`src/rtl/fifo_burst_sched.sv`:
```
// fifo_burst_sched: round-robin burst/tail request scheduler for CH write FIFOs.
// One AXI write-burst request is outstanding at a time; each request is either
// a full THRESHOLD-beat burst or a tail flush of a channel's remaining words.
module fifo_burst_sched #(
  parameter int CH        = 2,
  parameter int CW        = 10,
  parameter int LSIZE     = 9,
  parameter int THRESHOLD = 200,
  parameter int CHW       = 1
) (
  input  logic               clock,
  input  logic               rst_n,
  input  logic [CH*CW-1:0]   count,
  input  logic [CH-1:0]      tail,
  input  logic [CH-1:0]      fifo_empty,
  output logic               req_valid,
  input  logic               req_ready,
  output logic [CHW-1:0]     req_ch,
  output logic [LSIZE-1:0]   req_len,
  output logic               req_tail,
  input  logic               done,
  output logic [CH-1:0]      tail_ack,
  output logic               busy
);

  typedef enum logic [1:0] {IDLE, REQ, WAIT_DONE, FSH} state_t;

  // THRESHOLD must fit both the fill-count width and the request length width.
  localparam logic [CW-1:0]    THR_CNT = CW'(THRESHOLD);
  localparam logic [LSIZE-1:0] THR_LEN = LSIZE'(THRESHOLD);

  state_t           state_reg, state_next;
  logic [CW-1:0]    count_ch [CH];
  logic [LSIZE-1:0] len_ch [CH];
  logic [CH-1:0]    burst_elig_reg, burst_elig_next;
  logic [CH-1:0]    tail_pend_reg, tail_pend_next;
  logic [CH-1:0]    eligible;
  logic [CHW-1:0]   last_grant_reg, last_grant_next;
  logic [CHW-1:0]   req_ch_reg, req_ch_next;
  logic [LSIZE-1:0] req_len_reg, req_len_next;
  logic             req_tail_reg, req_tail_next;
  logic             accept;
  logic             grant_found;
  logic [CHW-1:0]   grant_idx;
  logic             grant_burst;
  logic [LSIZE-1:0] grant_len;

  assign accept = (state_reg == REQ) && req_ready;

  // Per-channel slicing, eligibility and flag next-state.
  genvar gi;
  generate
    for (gi = 0; gi < CH; gi++) begin : g_ch
      assign count_ch[gi] = count[gi*CW +: CW];

      // Tail length is the low LSIZE bits of the fill count.
      if (LSIZE <= CW) begin : g_trunc
        assign len_ch[gi] = count_ch[gi][LSIZE-1:0];
      end else begin : g_ext
        assign len_ch[gi] = {{(LSIZE-CW){1'b0}}, count_ch[gi]};
      end

      assign burst_elig_next[gi] = count_ch[gi] > THR_CNT;

      assign eligible[gi] = !fifo_empty[gi] &&
                            (burst_elig_reg[gi] || (tail_pend_reg[gi] && count_ch[gi] != '0));

      // A new tail pulse always wins over a clear in the same cycle.
      assign tail_pend_next[gi] =
        tail[gi] ? 1'b1 :
        ((accept && req_tail_reg && (req_ch_reg == CHW'(gi))) ||
         ((state_reg == IDLE) && (count_ch[gi] == '0))) ? 1'b0 :
        tail_pend_reg[gi];
    end
  endgenerate

  // Round-robin search starting just after the last accepted channel.
  always_comb begin
    int c;
    c           = 0;
    grant_found = 1'b0;
    grant_idx   = '0;
    grant_burst = 1'b0;
    grant_len   = '0;
    for (int k = 1; k <= CH; k++) begin
      c = int'(last_grant_reg) + k;
      if (c >= CH) c = c - CH;
      if (!grant_found && eligible[c]) begin
        grant_found = 1'b1;
        grant_idx   = CHW'(c);
        grant_burst = burst_elig_reg[c];
        grant_len   = len_ch[c];
      end
    end
  end

  // Next-state logic and request latching.
  always_comb begin
    state_next      = state_reg;
    last_grant_next = last_grant_reg;
    req_ch_next     = req_ch_reg;
    req_len_next    = req_len_reg;
    req_tail_next   = req_tail_reg;
    case (state_reg)
      IDLE: begin
        if (grant_found) begin
          state_next  = REQ;
          req_ch_next = grant_idx;
          // A full burst takes priority over a tail flush on the same channel.
          if (grant_burst) begin
            req_len_next  = THR_LEN;
            req_tail_next = 1'b0;
          end else begin
            req_len_next  = grant_len;
            req_tail_next = 1'b1;
          end
        end
      end
      REQ: begin
        if (req_ready) begin
          state_next      = WAIT_DONE;
          last_grant_next = req_ch_reg;
        end
      end
      WAIT_DONE: begin
        if (done) state_next = FSH;
      end
      FSH: begin
        state_next = IDLE;
      end
      default: begin
        state_next = IDLE;
      end
    endcase
  end

  // State register.
  always_ff @(posedge clock or negedge rst_n) begin
    if (!rst_n) state_reg <= IDLE;
    else        state_reg <= state_next;
  end

  // Per-channel flags, round-robin pointer and latched request fields.
  always_ff @(posedge clock or negedge rst_n) begin
    if (!rst_n) begin
      burst_elig_reg <= '0;
      tail_pend_reg  <= '0;
      last_grant_reg <= CHW'(CH-1);
      req_ch_reg     <= '0;
      req_len_reg    <= '0;
      req_tail_reg   <= 1'b0;
    end else begin
      burst_elig_reg <= burst_elig_next;
      tail_pend_reg  <= tail_pend_next;
      last_grant_reg <= last_grant_next;
      req_ch_reg     <= req_ch_next;
      req_len_reg    <= req_len_next;
      req_tail_reg   <= req_tail_next;
    end
  end

  // Outputs decoded from state and latched request fields.
  always_comb begin
    req_valid = (state_reg == REQ);
    busy      = (state_reg != IDLE);
    req_ch    = req_ch_reg;
    req_len   = req_len_reg;
    req_tail  = req_tail_reg;
    tail_ack  = '0;
    for (int i = 0; i < CH; i++) begin
      tail_ack[i] = (state_reg == FSH) && req_tail_reg && (req_ch_reg == CHW'(i));
    end
  end

endmodule

```
`config.mk`:
```
export PLATFORM = sky130hd
export DESIGN_NAME = fifo_burst_sched
export DESIGN_NICKNAME = d
export VERILOG_FILES = /design/src/rtl/fifo_burst_sched.sv
export SDC_FILE = /design/constraint.sdc
export NUM_CORES = 1
export LEC_CHECK = 0
export CAP_MARGIN = 20
export CELL_PAD_IN_SITES_DETAIL_PLACEMENT = 0
export CELL_PAD_IN_SITES_GLOBAL_PLACEMENT = 1
export CORE_MARGIN = 2
export CORE_UTILIZATION = 33
export CTS_BUF_LIST = sky130_fd_sc_hd__clkbuf_4
export CTS_CLUSTER_SIZE = 20
export DETAILED_ROUTE_END_ITERATION = 8
export PLACE_DENSITY = 0.84
export SLEW_MARGIN = 20
export SYNTH_ARGS = -nofsm -noshare
export SYNTH_HDL_FRONTEND = slang
export SYNTH_SLANG_ARGS = --single-unit
```
`constraint.sdc`:
```
create_clock -name clock -period 2.1 [get_ports clock]
set_input_delay 0.63 -clock clock [delete_from_list [all_inputs] [get_ports clock]]
set_output_delay 0.63 -clock clock [all_outputs]
set_load 0.005 [all_outputs]
```
; Word-level counts from Yosys, hierarchy flattened
; Cells that the tools add are included.
[classes]
eq_ne = 6
n_addsub = 4
muxes = 38
div_mod_pow = 0
order_cmp = 8
n_bitwise = 3
multipliers = 0
n_shift = 0
reduce_logical = 32
[op_table]
columns = op, count
row1 = 2-to-1 mux 9 bit, 9
row2 = "greater-or-equal comparator 32 x 2 -> 1 bit, second input constant", 2
row3 = "< comparator 32 x 3 -> 1 bit, second input constant", 2
row4 = 2-to-1 mux 32 bit, 2
row5 = inverter 32 bit, 2
row6 = 2-to-1 mux 1 bit, 23
row7 = "greater-than comparator 10 x 8 -> 1 bit, second input constant", 2
row8 = zero test 10 bit, 2
row9 = nonzero test 10 bit, 2
row10 = logical AND 1 bit, 14
row11 = case mux 2 bit (4 select lines), 1
row12 = 2-to-1 mux 2 bit, 3
row13 = nonzero test 2 bit, 3
row14 = "== test 2 bit, second input constant", 2
row15 = logical OR 1 bit, 4
row16 = "inequality test 2 bit, second input constant", 2
row17 = AND reduction 2 bit, 2
row18 = "subtractor 3 x 2 -> 4 bit, second input constant", 1
row19 = "adder 1 x 2 -> 3 bit, second input constant", 1
row20 = "greater-or-equal comparator 3 x 2 -> 1 bit, second input constant", 1
row21 = zero test 1 bit, 3
row22 = AND reduction 3 bit, 1
row23 = "subtractor 2 x 2 -> 3 bit, second input constant", 1
row24 = "adder 1 x 1 -> 2 bit, second input constant", 1
row25 = other kinds (5), 5
[word_totals]
reg_bits = 18
in_bits = 28
mem_bits_ro = 0
ramBits = 0
latchBits = 0
output_inout_bits = 15
n_memories = 0

; Longest topological paths before layout
; Gate-level depths: netlist of run 1.
[depth]
ltp_word = 13
mapped_depth = 8

; Worst setup path before layout of run 1
; No wires, ideal clock.
[synth_timing]
kind = input to register
from = in count[0]
to = reg req_len_reg[8], in the netlist req_len[8]
required_ns = 1.979
setup_slack_ns = 0.060
setup_ns = 0.121
stages = 6
arrival_time_ns = 1.919
path_buffers = 1
path_cell_list = nor3_1 -> a41oi_2 -> a21boi_4 -> a32o_1 -> buf_6 -> a22o_1
[synth_between]
elab_chain_len = 12
word_cells_on_any_way = 20
classes_between = 13 x mux / 7 x reduce/logical
[synth_rtl]
columns = element, line_no
row1 = from (decl), 13  ; input logic [CH*CW-1:0] count,
row2 = nonzero test 10 bit (*), 66  ; (burst_elig_reg[gi] || (tail_pend_reg[gi] && count_ch[gi] != '0));
row3 = logical AND 1 bit (*), 66
row4 = logical OR 1 bit (*), 66
row5 = logical AND 1 bit (*), 65  ; assign eligible[gi] = !fifo_empty[gi] &&
row6 = 2-to-1 mux 1 bit (implied by the code) (3 in a row), 88  ; if (!grant_found && eligible[c]) begin
row7 = 2-to-1 mux 1 bit, 88
row8 = zero test 1 bit, 88
row9 = logical AND 1 bit, 88
row10 = 2-to-1 mux 9 bit / 2-to-1 mux 1 bit (equally long branches), 88
row11 = 2-to-1 mux 9 bit / AND reduction 2 bit (equally long branches), -
row12 = to (signal assigned), 157  ; req_len_reg <= req_len_next;
row13 = to (decl), 40  ; logic [LSIZE-1:0] req_len_reg, req_len_next;
; Mark *: on every way between the ends. The rest lies on a longest branch, timed or not. The select of a mux whose other input is x is not followed.
; A chain may end at the register's enable or synchronous reset.

; Final worst setup path of run 1
[layout_timing]
from = in count[14]
to = reg state_reg[1]
[layout_between]
elab_chain_len = 13
word_cells_on_any_way = 16
classes_between = 1 x eq/ne / 8 x mux / 7 x reduce/logical
[layout_rtl]
columns = element, line_no
row1 = nonzero test 10 bit (*), 66
row2 = logical AND 1 bit (*), 66
row3 = logical OR 1 bit (*), 66
row4 = logical AND 1 bit (*), 65
row5 = 2-to-1 mux 1 bit (implied by the code) (3 in a row), 88
row6 = 2-to-1 mux 1 bit, 88
row7 = zero test 1 bit, 88
row8 = logical AND 1 bit, 88
row9 = 2-to-1 mux 1 bit (*), 88
row10 = inequality test 2 bit (no source line) (*), -
row11 = AND reduction 3 bit (no source line) (*), -
row12 = to (signal assigned), 140  ; else state_reg <= state_next;
row13 = to (decl), 32  ; state_t state_reg, state_next;
; Marked as above.

==> results of run 1 <==
metal layers:
| metal | track usage | vias up | routed length [um] |
|---|---|---|---|
| li1 | - | 524 | - |
| met1 | 0.233 | 548 | 1440 |
| met2 | 0.379 | 66 | 1860 |
| met3 | 0.0390 | 8 | 308 |
| met4 | 0.0571 | 0 | 68 |
| met5 | 0 | - | 0 |
power by group:
group          total, W  switching [W]  internal (W)
Sequential     0.000581       0.000110      0.000471
Clock          0.000197       0.000110     0.0000870
Combinational  0.000958       0.000392      0.000566
cells in the mapped netlist:
cell type and n:
o21ai_0 1, a41oi_1 1, a32o_1 1, a31o_2 2, o311ai_0 1, nor4_1 1
nor2_1 4, a22o_1 13, o21bai_1 2, a21boi_4 1, inv_1 8, a22oi_1 3
o32a_1 1, dfstp_2 1, nor4_4 1, ha_1 5, nand2_1 4, a41oi_2 1
mux2_1 1, nand4_1 3, a21oi_1 4, dfrtp_1 17, o32ai_1 1, nor2b_1 4
nor3_1 4, o21ai_1 1, mux2_2 1, and3_1 1, nor3_2 1, a311o_1 1
clkbuf_1 1, nand4b_1 1, buf_6 1, a21o_1 1, buf_2 1, a21boi_1 1
logic make-up after synthesis:
kind of cell / count (synthesis) / share of synthesized area
adder cells (fa/ha/maj): 5 / 0.0602
multiplexers: 2 / 0.0217
AO/OA/AOI/OAI: 36 / 0.294
buffers and inverters: 11 / 0.0482
AND/OR/NAND/NOR: 24 / 0.141
flip-flops: 18 / 0.435
what timing repair did:
action | CTS | global route
gates resized for setup | 24 | 24
pin swaps | 9 | 7
gates cloned | 1 | 0
endpoints found under the setup margin | 17 | 13
setup buffers | 5 | 4
per-stage QoR:
step,TNS (ps),utilization,worst slack (ps),power [W]
finish,0,0.633,36.4,0.00174
global route,-79.0,0.633,-47.3,0.00185
CTS,-116,0.595,-116,0.00161
detailed placement,-6250,0.550,-518,0.00133
global placement,-5810,0.550,-511,0.00131
floorplan,0,-,59.9,0.000899
worst paths after layout:
kind	startpoint	end	slack, ps	cells after the start
max reg2reg	state_reg[0]	state_reg[1]	450	7
min	req_len[0]	req_len[0]	520	1
max in group asynchronous	rst_n	tail_pend_reg[1]	910	2
max	count[14]	state_reg[1]	40	7
min in group asynchronous	rst_n	req_len[3]	660	1
min reg2reg	req_len[0]	req_len[0]	520	1
layout make-up:
cell class              instances  share of cell area
well taps                      44              0.0287
inverters                       8              0.0170
flip-flops and latches         18               0.236
multi-input cells              68               0.345
repair buffers                 74               0.357
clock buffers                   4              0.0157
critical path: stages:
cell             delay (ps)
clkdlybuf4s50_1         440
nor3_2                  220
a41oi_2                 170
buf_4                   170
o32ai_4                 240
a21oi_2                  70
mux2_1                  310
==> results by group, run 1 <==
Finish
  – Final instance area: 1920 um2
  – Share of layout cells above drive strength 1: 0.355
  – Fillers: 247
  – Diode count: 0
  – Area Growth Syn to Fin: 84.7%
  – Commonest non-fill, non-tap cell in the layout: buf_4
  – Register area: 453 um2
  – Multi-input logic area: 662 um2
  – Non-filler instance count after layout: 216
  – Net count, final: 206
  – Most frequent cells in the layout: buf_4 (29), clkdlybuf4s50_1 (24), dfrtp_1 (16)
  – Max reg flops: 9

Clock network
  – H-tree depth: 1
  – # hold bufs at CTS: 0
  – CTS tree: done
  – Worst-skew pair later-pin latency: 300 ps
  – Register clock-pin slew on the reported worst setup and hold paths: 100 ps
  – CTS buffer count: 3
  – Root Driver: clkbuf_4
  – Clock buffer depth: 2
  – CTS Sinks: 18

Timing
  – Peak Freq: 485 MHz
  – Hold WS: 520 ps
  – Final setup viols: 0
  – Max-slew violations: 0
  – Fin crit share: 0.983
  – Clk_skew: 5.22 ps
  – Final hold violation count: 0
  – Tightest Pin Transition: 551 ps
  – Max-slew headroom: 0.628
  – Tmin final: 2060 ps

Critical path
  – Critical path class: in -> reg
  – Critical path capture point type: flop
  – Startpoint Class: input pin
  – Worst EP arrival: 2250 ps
  – Req. time, crit path: 2290 ps
  – Max FO, Critical Path: 3

Global routing
  – Pin count of the biggest net entering global routing: 11
  – First-pass GRT wire length: 5510 um
  – All-Layer GR Usage: 0.204
  – Antenna violations before repair: 0
  – Vias in the first global route: 1,176
  – Total congestion overflow: 0

Drt
  – DRT Wirelength: 3670 um
  – Routed via count: 1,146
  – First-pass DRT Iterations: 6
  – Routed Antenna Nets: 0
  – Initial DRC Count: 65
  – DRC Markers: 0
  – Via/cell ratio: 5.31
  – Wire per inst: 17.0 um

Synthesis
  – Ys Warns: 0
  – Synthesized cell area: 1040 um2
  – Post-synthesis area per instance: 10.8 um2
  – Syn_nets: 129
  – Distinct cells, synth: 36
  – Synth top area cells: dfrtp_1 (41%), a22o_1 (11%), ha_1 (6.0%)
  – Post-Synthesis Cells: 96
  – Yosys top cell by area: dfrtp_1
  – Fraction of the yosys area taken by sequential cells: 0.435
  – Synthesized flop and latch total: 18
  – Synth top area share: 0.410

Die
  – DIE HEIGHT: 60.1 um
  – Die Area: 3610 um2
  – Die X-Extent: 60.1 um
  – Io pins: 43
  – Rows: 20
  – Core area: 3030 um2
  – Initial core utilization: 0.343

Placement
  – HPWL Detailed: 2540 um
  – I/O Buffers: 42
  – Placed Cells incl. Taps: 202
  – Placed instance area: 1670 um2
  – GP Congestion: 0.785

Power
  – PwrDens: 905 nW/um2
  – Maximum vdd drop: 0.000509 V
  – Leak pwr: 0.896 nW

Run status
  – Status: finished clean

Flow run
  – Maximum capacitance violations: 0

Min path
  – HP Class: reg -> reg
(Power assumes the default switching activity.)
==> run 2, diff against run 1 <==
--- a/config.mk
+++ b/config.mk
@@ -14,6 +14,7 @@
 export CTS_CLUSTER_SIZE = 20
 export DETAILED_ROUTE_END_ITERATION = 8
 export PLACE_DENSITY = 0.84
+export SKIP_LAST_GASP = 1
 export SLEW_MARGIN = 20
 export SYNTH_ARGS = -nofsm -noshare
 export SYNTH_HDL_FRONTEND = slang
==> constraint.sdc (replaced) <==
create_clock -name clock -period 2 [get_ports clock]
set_input_delay 0.2 -clock clock [delete_from_list [all_inputs] [get_ports clock]]
set_output_delay 0.2 -clock clock [all_outputs]
set_load 0.005 [all_outputs]
==> results by group, run 2 (synthesis results as in run 1) <==
Run status
  – Status: finished clean

Clock network
  – Register clock-pin slew on the reported worst setup and hold paths: 100 ps (about the same)
  – Cells resized by post-CTS repair: 0 (-100%)
  – CTS buffer count: 3 (unchanged)
  – Worst-skew pair later-pin latency: 300 ps (about the same)
  – Clock buffer depth: 2 (unchanged)
  – CTS Sinks: 18 (unchanged)
  – Post-CTS setup buffer count: 0 (-5)
  – # hold bufs at CTS: 0 (unchanged)
  – H-tree depth: 1 (unchanged)
  – CTS tree: done
  – Root Driver: clkbuf_4

Finish
  – Most frequent cells in the layout: clkdlybuf4s50_1 (42), buf_4 (23), dfrtp_1 (17)
  – Net count, final: 196 (-4.9%)
  – Fillers: 261 (+5.7%)
  – Register area: 452 um2 (-0.28%)
  – Share of layout cells above drive strength 1: 0.228 (-0.126)
  – Commonest non-fill, non-tap cell in the layout: clkdlybuf4s50_1
  – Max reg flops: 9 (unchanged)
  – Diode count: 0 (unchanged)
  – Multi-input logic area: 546 um2 (-18%)
  – Area Growth Syn to Fin: 64.2%

Global routing
  – First-pass GRT wire length: 4810 um (-13%)
  – All-Layer GR Usage: 0.183 (-0.0206)
  – Antenna violations before repair: 0 (unchanged)
  – Vias in the first global route: 1,095 (-6.9%)
  – Total congestion overflow: 0 (unchanged)
  – Pin count of the biggest net entering global routing: 19 (+8)

Drt
  – Met3 wire len: 206 um (-33%)
  – First-pass DRT Iterations: 4 (-2)
  – Uppermost layer routed: met4
  – Initial DRC Count: 24 (-63%)
  – DR WL met2: 1560 um (-16%)
  – Routed via count: 1,042 (-9.1%)
  – DRT Wirelength: 3170 um (-14%)
  – DRC Markers: 0 (unchanged)
  – Metal-1 WL: 1350 um (-6.1%)
  – Wire per inst: 15.4 um (-9.4%)
  – Routed Antenna Nets: 0 (unchanged)
  – Via/cell ratio: 5.06 (-4.7%)

Power
  – Power Total: 0.00163 W (-6.4%)
  – Maximum vdd drop: 0.000559 V (+9.8%)
  – PwrDens: 953 nW/um2 (+5.3%)
  – Leak pwr: 0.728 nW (-19%)

Critical path
  – Startpoint Class: input pin
  – Critical path class: in -> reg
  – Max FO, Critical Path: 10 (+7)
  – Req. time, crit path: 2190 ps (-100 ps)
  – Worst EP arrival: 2070 ps (-180 ps)
  – Critical path capture point type: flop
  – Reg2Reg Setup Slack: 190 ps (-260 ps)
  – Register-to-Register Path Depth: 6 (-1)
  – Reg-to-Reg End: req_len[2]
  – Reg-to-reg startpoint: burst_elig_reg[1]

Flow run
  – Maximum capacitance violations: 0 (unchanged)

Placement
  – HPWL Detailed: 2530 um (-0.62%)
  – GP Congestion: 0.783 (-0.24%)
  – I/O Buffers: 42 (unchanged)

Timing
  – Max-slew violations: 0 (unchanged)
  – Final setup viols: 0 (unchanged)
  – Max-slew headroom: 0.641 (+0.0132)
  – Peak Freq: 532 MHz
  – Tmin final: 1880 ps
  – Fin crit share: 0.939
  – Tightest Pin Transition: 532 ps (-19.9 ps)
  – Final hold violation count: 0 (unchanged)
  – Hold WS: 223 ps (-297 ps)
  – Setup repair after global routing missed its margin: true
  – Clk_skew: 1.62 ps (-3.59 ps)

Die
  – Io pins: 43 (unchanged)
  – Die X-Extent: 60.1 um (unchanged)
  – Rows: 20 (unchanged)
  – DIE HEIGHT: 60.1 um (unchanged)
  – Initial core utilization: 0.343 (unchanged)
  – Die Area: 3610 um2 (unchanged)
  – Core area: 3030 um2 (unchanged)

Min path
  – HP Class: in -> async
-- run 2: power breakdown --
group | total (W) | internal [W] | switching, W
combinational | 0.000823 | 0.000487 | 0.000336
clock | 0.000205 | 0.0000913 | 0.000113
sequential | 0.000598 | 0.000492 | 0.000105
-- run 2: layout make-up --
cell class,count,area share
multi-input cells,67,0.320
repair buffers,65,0.348
well taps,44,0.0323
clock buffers,4,0.0176
inverters,8,0.0176
flip-flops and latches,18,0.265
-- run 2: metrics by stage --
stage | instances | TNS, ps | cell area (um2) | setup slack (ps) | util
after detailed placement | 202 | -2190 | 1670 | -271 | 0.550
after global routing | 206 | 0 | 1710 | 0.299 | 0.563
after global placement | 202 | -1540 | 1670 | -189 | 0.550
after floorplan | 96 | 0 | 1040 | 238 | -
final | 206 | 0 | 1710 | 121 | 0.563
after CTS | 206 | 0 | 1700 | 40.3 | 0.560
-- run 2: worst max-delay path, cell delays in order --
cell	delay, ps
clkdlybuf4s50_1	420
nor3_1	300
a41oi_1	310
a21boi_1	240
buf_4	190
a22o_1	230
a22o_1	190
-- run 2: worst max path at each step --
| stage | slack, ps | cells after the start | endpoint | start |
|---|---|---|---|---|
| 5_1_grt | 0.3 | 7 | req_len[5] | count[13] |
| 6_report | 120 | 7 | req_len[2] | count[13] |
| 2_1_floorplan | 240 | 7 | state_reg[1] | state_reg[0] |
| 4_1_cts | 40 | 6 | state_reg[1] | count[4] |
| 3_3_place_gp | -190 | 6 | state_reg[1] | count[4] |
| 3_5_place_dp | -270 | 6 | state_reg[1] | count[4] |
-- run 2: metal layers --
layer / vias to the layer above / GRT usage
met5: - / 0
li1: 502 / -
met1: 492 / 0.204
met3: 5 / 0.0368
met4: 0 / 0.0794
met2: 43 / 0.332
